===== src/rtl/rv_fetch_ctrl.sv =====
// Instruction fetch controller: single-outstanding bus master feeding a small decode buffer.
// Defining RV_FETCH_CTRL_SKID_EN selects a 2-entry buffer; otherwise the buffer holds 1 entry.
module rv_fetch_ctrl #(
    parameter logic [31:0] RESET_ADDR = 32'h0000_0000
) (
    input  logic        i_clk,
    input  logic        i_reset,
    input  logic        i_redirect,
    input  logic [31:2] i_redirect_pc,
    input  logic        i_dec_ready,
    output logic        o_imem_req,
    output logic [31:2] o_imem_addr,
    input  logic        i_imem_gnt,
    input  logic        i_imem_rvalid,
    input  logic [31:0] i_imem_rdata,
    input  logic        i_imem_err,
    output logic        o_inst_valid,
    output logic [31:0] o_inst,
    output logic [31:2] o_inst_pc,
    output logic        o_inst_err,
    output logic        o_busy
);

`ifdef RV_FETCH_CTRL_SKID_EN
    localparam int unsigned DEPTH = 2;
`else
    localparam int unsigned DEPTH = 1;
`endif
    localparam int unsigned CNT_W = $clog2(DEPTH + 1);
    localparam logic [CNT_W-1:0] DEPTH_C = CNT_W'(DEPTH);

    typedef enum logic [2:0] {StIdle, StReq, StWait, StDrop, StHalt} state_e;

    typedef struct packed {
        logic [31:0] inst;
        logic [31:2] pc;
        logic        err;
    } entry_t;

    state_e      state_q;
    logic [31:2] fetch_pc_q;
    logic [31:2] inflight_pc_q;
    logic        req_q;
    logic        busy_q;
    entry_t      buf_q [DEPTH];
    entry_t      buf_d [DEPTH];
    logic [CNT_W-1:0] cnt_q;
    logic [CNT_W-1:0] cnt_d;

    logic fire;
    logic flush;
    logic push;
    logic pop;
    logic room;
    entry_t new_entry;

    always_comb begin
        fire      = req_q && i_imem_gnt;
        flush     = i_redirect && (state_q != StIdle);
        push      = (state_q == StWait) && i_imem_rvalid && !i_redirect;
        pop       = (cnt_q != '0) && i_dec_ready;
        new_entry = '{inst: i_imem_rdata, pc: inflight_pc_q, err: i_imem_err};
        buf_d     = buf_q;
        cnt_d     = cnt_q;
        if (flush) begin
            cnt_d = '0;
        end else begin
            // Head always lives at index 0; a pop shifts the rest down.
            if (pop) begin
                for (int i = 0; i < int'(DEPTH) - 1; i++) begin
                    buf_d[i] = buf_q[i+1];
                end
                cnt_d = cnt_q - CNT_W'(1);
            end
            if (push) begin
                for (int i = 0; i < int'(DEPTH); i++) begin
                    if (CNT_W'(i) == cnt_d) begin
                        buf_d[i] = new_entry;
                    end
                end
                cnt_d = cnt_d + CNT_W'(1);
            end
        end
        room = (cnt_d < DEPTH_C);
    end

    always_ff @(posedge i_clk) begin
        if (i_reset) begin
            cnt_q <= '0;
            buf_q <= '{default: '0};
        end else begin
            cnt_q <= cnt_d;
            buf_q <= buf_d;
        end
    end

    always_ff @(posedge i_clk) begin
        if (i_reset) begin
            state_q       <= StIdle;
            fetch_pc_q    <= RESET_ADDR[31:2];
            inflight_pc_q <= '0;
            req_q         <= 1'b0;
            busy_q        <= 1'b0;
        end else begin
            case (state_q)
                StIdle: begin
                    state_q <= StReq;
                    req_q   <= room;
                    busy_q  <= 1'b0;
                end
                StReq: begin
                    if (i_redirect) begin
                        fetch_pc_q <= i_redirect_pc;
                        if (fire) begin
                            state_q <= StDrop;
                            req_q   <= 1'b0;
                            busy_q  <= 1'b1;
                        end else begin
                            req_q   <= room;
                            busy_q  <= 1'b0;
                        end
                    end else if (fire) begin
                        inflight_pc_q <= fetch_pc_q;
                        fetch_pc_q    <= fetch_pc_q + 30'd1;
                        state_q       <= StWait;
                        req_q         <= 1'b0;
                        busy_q        <= 1'b1;
                    end else begin
                        req_q  <= room;
                        busy_q <= 1'b0;
                    end
                end
                StWait: begin
                    if (i_redirect) begin
                        fetch_pc_q <= i_redirect_pc;
                        if (i_imem_rvalid) begin
                            state_q <= StReq;
                            req_q   <= room;
                            busy_q  <= 1'b0;
                        end else begin
                            state_q <= StDrop;
                            req_q   <= 1'b0;
                            busy_q  <= 1'b1;
                        end
                    end else if (i_imem_rvalid) begin
                        busy_q <= 1'b0;
                        if (i_imem_err) begin
                            state_q <= StHalt;
                            req_q   <= 1'b0;
                        end else begin
                            state_q <= StReq;
                            req_q   <= room;
                        end
                    end
                end
                StDrop: begin
                    // A response landing in the redirect cycle is the one being dropped.
                    if (i_redirect) begin
                        fetch_pc_q <= i_redirect_pc;
                    end
                    if (i_imem_rvalid) begin
                        state_q <= StReq;
                        req_q   <= room;
                        busy_q  <= 1'b0;
                    end
                end
                StHalt: begin
                    if (i_redirect) begin
                        fetch_pc_q <= i_redirect_pc;
                        state_q    <= StReq;
                        req_q      <= room;
                    end
                    busy_q <= 1'b0;
                end
                default: begin
                    state_q <= StIdle;
                    req_q   <= 1'b0;
                    busy_q  <= 1'b0;
                end
            endcase
        end
    end

    assign o_imem_req   = req_q;
    assign o_imem_addr  = fetch_pc_q;
    assign o_busy       = busy_q;
    assign o_inst_valid = (cnt_q != '0);
    assign o_inst       = buf_q[0].inst;
    assign o_inst_pc    = buf_q[0].pc;
    assign o_inst_err   = (cnt_q != '0) && buf_q[0].err;

endmodule


===== config.mk =====
export PLATFORM = sky130hd
export DESIGN_NAME = rv_fetch_ctrl
export DESIGN_NICKNAME = d
export VERILOG_FILES = /design/src/rtl/rv_fetch_ctrl.sv
export SDC_FILE = /design/constraint.sdc
export NUM_CORES = 1
export LEC_CHECK = 0
export ABC_AREA = 0
export CAP_MARGIN = 20
export CORE_MARGIN = 5
export CORE_UTILIZATION = 40
export DETAILED_ROUTE_END_ITERATION = 8
export PLACE_DENSITY_LB_ADDON = 0.1
export SETUP_SLACK_MARGIN = 0.4
export SLEW_MARGIN = 15
export SYNTH_ARGS = -nofsm -noshare
export SYNTH_HDL_FRONTEND = slang
export SYNTH_SLANG_ARGS = --single-unit

===== constraint.sdc =====
create_clock -name i_clk -period 1.9 [get_ports i_clk]
set_input_delay 0.285 -clock i_clk [delete_from_list [all_inputs] [get_ports i_clk]]
set_output_delay 0.285 -clock i_clk [all_outputs]
set_load 0.1 [all_outputs]

==> impl_metrics.env <==
export IMPL_period_needed_ps=1740
export IMPL_synthXorXnorAreaFrac=0
export IMPL_leakage_nw=3.37
export IMPL_num_antenna_cells=0
export IMPL_grt_ovfl_total=0
export IMPL_pin_count=165
export IMPL_grtUsageTotal=0.217
export IMPL_dp_cells=1070
export IMPL_final_setup_viol_count=0
export IMPL_cts_buffers=17
export IMPL_status="complete, no violations"
export IMPL_path_delay_family="compound AO/OA/AOI/OAI gates"
export IMPL_max_freq_mhz=576
export IMPL_core_area_um2=14600
export IMPL_min_period_over_period=0.913
export IMPL_power_density_nw_per_um2=822
export IMPL_synth_edf_count=0
export IMPL_antenna_left=0
export IMPL_dp_hpwl_um=12800
export IMPL_io_buffers=164
export IMPL_cts_num_sinks=129
export IMPL_htreeDepth=4
export IMPL_dieArea_um2=17600
export IMPL_crit_arrival_ps=2060
export IMPL_synth_distinct_cells=56
export IMPL_grt_pass1_vias=5810
export IMPL_finalHoldViolCount=0
export IMPL_tightest_slew_ps=391
export IMPL_ir_worst_vdd_mv=0.627
export IMPL_synth_compound_area_share=0.184
export IMPL_drive_above_1_share=0.329
export IMPL_antenna_found_initial=0
export IMPL_start_kind="register"
export IMPL_slew_headroom=0.739
export IMPL_yosysSeqAreaShare=0.430
export IMPL_hp_start="i_reset"
export IMPL_grt_pass1_wl_um=30700
export IMPL_finalNetCount=1009
export IMPL_detail_route_wl_per_cell_um=17.9
export IMPL_async_reset_ff_frac=0
export IMPL_fp_dieW_um=133
export IMPL_ff2ff_path_depth=8
export IMPL_whs_path_depth=2
export IMPL_clkLatencyLatePin_ps=430
export IMPL_reg2reg_to="o_imem_addr[23]"
export IMPL_synth_adder_area_share=0.00208
export IMPL_vias=6114
export IMPL_clock_path_buffers=2
export IMPL_gp_congestion=0.855
export IMPL_fin_total_pwr_mw=7.45
export IMPL_fillerInstances=1296
export IMPL_clkTransAtPathRegs_ps=60
export IMPL_synth_seq_cells=129
export IMPL_die_h_um=133
export IMPL_ys_warn_count=0
export IMPL_cts_root_buf="clkbuf_16"
export IMPL_grt_max_degree=64
export IMPL_final_cell_area_um2=9070
export IMPL_min_to="o_inst_valid"
export IMPL_multiInputGateArea_um2=3040
export IMPL_critPathLaunch="o_imem_req"
export IMPL_via_per_inst=5.38
export IMPL_syn_to_final_growth_pct=51.0
export IMPL_slew_viol_final=0
export IMPL_worst_slack_ps=165
export IMPL_synth_top_family_by_area="simple AND/OR/NAND/NOR gates"
export IMPL_crit_slowest_cell="dfxtp_4"
export IMPL_crit_type="reg -> reg"
export IMPL_syn_num_nets=861
export IMPL_drt_iter0_drc=448
export IMPL_reg2reg_from="o_imem_req"
export IMPL_max_stage_delay_ps=370
export IMPL_ctsHoldBuffers=0
export IMPL_crit_chain="a21oi_2, buf_4, o41ai_4, buf_6, buf_12, buf_12, a21oi_1, a211oi_1"
export IMPL_synth_cells=791
export IMPL_place_area_um2=7600
export IMPL_fin_cells=1136
export IMPL_synthMuxAreaShare=0.0104
export IMPL_holdCritPathClass="in -> reg"
export IMPL_wirelength_um=20300
export IMPL_synth_simple_area_share=0.253
export IMPL_cp_common_cell="buf_12"
export IMPL_cp_max_fo=8
export IMPL_cts_tree="done"
export IMPL_fin_skew_ps=12.9
export IMPL_r2r_slack_ps=160
export IMPL_path_buf_inv=4
export IMPL_rows=44
export IMPL_dpl_worst_slack_ps=-420
export IMPL_rsz0062_at_grt="yes"
export IMPL_syn_avg_cell_area_um2=7.59
export IMPL_drc=0
export IMPL_worst_ep_required_time_ps=2230
export IMPL_ff_latch_area_um2=2680
export IMPL_synth_ff_type="dfxtp_1"
export IMPL_netlist_area_um2=6010
export IMPL_endpoint_kind="register"
export IMPL_initial_core_util=0.410
export IMPL_firstDrtPassIters=7
export IMPL_maxCapViolations=0
[worst max-delay path by stage]
stage | to | slack (ps) | cells after the start
2_1_floorplan | o_imem_addr[27] | -10 | 6
3_3_place_gp | o_imem_addr[31] | -430 | 6
3_5_place_dp | o_imem_addr[18] | -420 | 7
4_1_cts | o_imem_addr[31] | 170 | 5
5_1_grt | o_imem_addr[31] | 90 | 5
6_report | o_imem_addr[23] | 160 | 8
[synth_stat cells, drive strengths merged, types with 2 or more instances]
| cell type | count | share of area |
|---|---|---|
| o21ai | 23 | 0.019 |
| nand2 | 212 | 0.13 |
| mux2 | 2 | 0.0037 |
| dfxtp | 129 | 0.43 |
| a31oi | 4 | 0.0042 |
| o21a | 5 | 0.0062 |
| nand2b | 4 | 0.0042 |
| a21o | 2 | 0.0025 |
| a31o | 3 | 0.0044 |
| o22ai | 2 | 0.0021 |
| and3 | 6 | 0.0062 |
| nor2 | 21 | 0.013 |
| and2 | 10 | 0.010 |
| o31ai | 3 | 0.0037 |
| o211ai | 2 | 0.0025 |
| and4 | 6 | 0.0087 |
| a41oi | 2 | 0.0029 |
| clkbuf | 48 | 0.030 |
| inv | 4 | 0.0025 |
| or3 | 8 | 0.0083 |
| a211oi | 8 | 0.010 |
| buf | 73 | 0.087 |
| nor3b | 2 | 0.0025 |
| nand3 | 17 | 0.014 |
| nor3 | 20 | 0.017 |
| nor2b | 7 | 0.0085 |
| a2111oi | 5 | 0.0077 |
| nor4 | 9 | 0.0094 |
| nand4 | 10 | 0.010 |
| a21oi | 122 | 0.10 |
| a22oi | 2 | 0.0025 |
| mux2i | 4 | 0.0067 |
[cell usage in the layout, fill, tap and decap left out, types with 9 or more instances in the layout]
| cell | netlist | layout |
|---|---|---|
| nand2_1 | 212 | 210 |
| nor2_1 | 21 | 17 |
| a21oi_1 | 122 | 109 |
| dfxtp_2 | 0 | 11 |
| a21oi_2 | 0 | 12 |
| dfxtp_1 | 129 | 95 |
| o21ai_1 | 12 | 11 |
| dfxtp_4 | 0 | 23 |
| buf_6 | 1 | 17 |
| clkdlybuf4s50_1 | 0 | 65 |
| clkbuf_16 | 0 | 23 |
| o21ai_0 | 11 | 9 |
| nand4_1 | 10 | 10 |
| nand3_1 | 17 | 15 |
| nor3_1 | 20 | 14 |
| buf_4 | 62 | 140 |
| buf_12 | 0 | 14 |
[routing by layer]
metal	vias up	share of wire	track usage	routed length, um
li1	2956	-	-	-
met1	2897	0.43	0.273	8790
met2	221	0.47	0.350	9650
met3	40	0.067	0.0573	1360
met4	0	0.026	0.0947	525
met5	-	0	0	0
[stage by stage]
stage | TNS, ps | utilization | hold slack [ps]
after floorplan | -23.6 | - | 421
after global placement | -16810 | 0.519 | 441
after detailed placement | -20150 | 0.519 | 447
after CTS | 0 | 0.591 | 263
after global routing | 0 | 0.619 | 309
final | 0 | 0.619 | 276
[logic make-up after synthesis]
logic type               after synthesis
AO/OA/AOI/OAI                        192
multiplexers                           6
buffers and inverters                125
flip-flops                           129
AND/OR/NAND/NOR                      338
adder cells (fa/ha/maj)                1
[where the power goes]
| group | total [mW] | switching, mW | internal, mW |
|---|---|---|---|
| sequential | 2.84 | 0.0827 | 2.76 |
| combinational | 1.27 | 0.764 | 0.509 |
| clock | 3.34 | 1.25 | 2.09 |
| total | 7.45 | 2.09 | 5.36 |
[registers in the layout, indices dropped and copies added (netlist names)]
register	flops
state_q	3
o_inst_pc	30
inflight_pc_q	30
o_busy	1
o_inst	32
o_imem_addr	30
buf_q	1
o_imem_req	1
o_inst_valid	1
[worst register-to-register path, stage by stage, from the launching register on]
cell      delay (ps)
dfxtp_4          370
a21oi_2           60
buf_4            150
o41ai_4          320
buf_6            180
buf_12           140
buf_12           120
a21oi_1           60
a211oi_1         220
[area by class of cell]
cell class | instances | area share
multi-input cells | 537 | 0.335
clock buffers | 22 | 0.0535
clock inverters | 10 | 0.0135
inverters | 4 | 0.00166
repair buffers | 250 | 0.275
well taps | 184 | 0.0254
flip-flops and latches | 129 | 0.296
[repair_timing]
item,4_1_cts,5_1_grt
buffers inserted,11,13
gates resized for setup,59,49
gates cloned,5,5
endpoints found under the setup margin,131,129
pin swaps,9,15
Note: power is estimated with default switching activity, not from simulation.
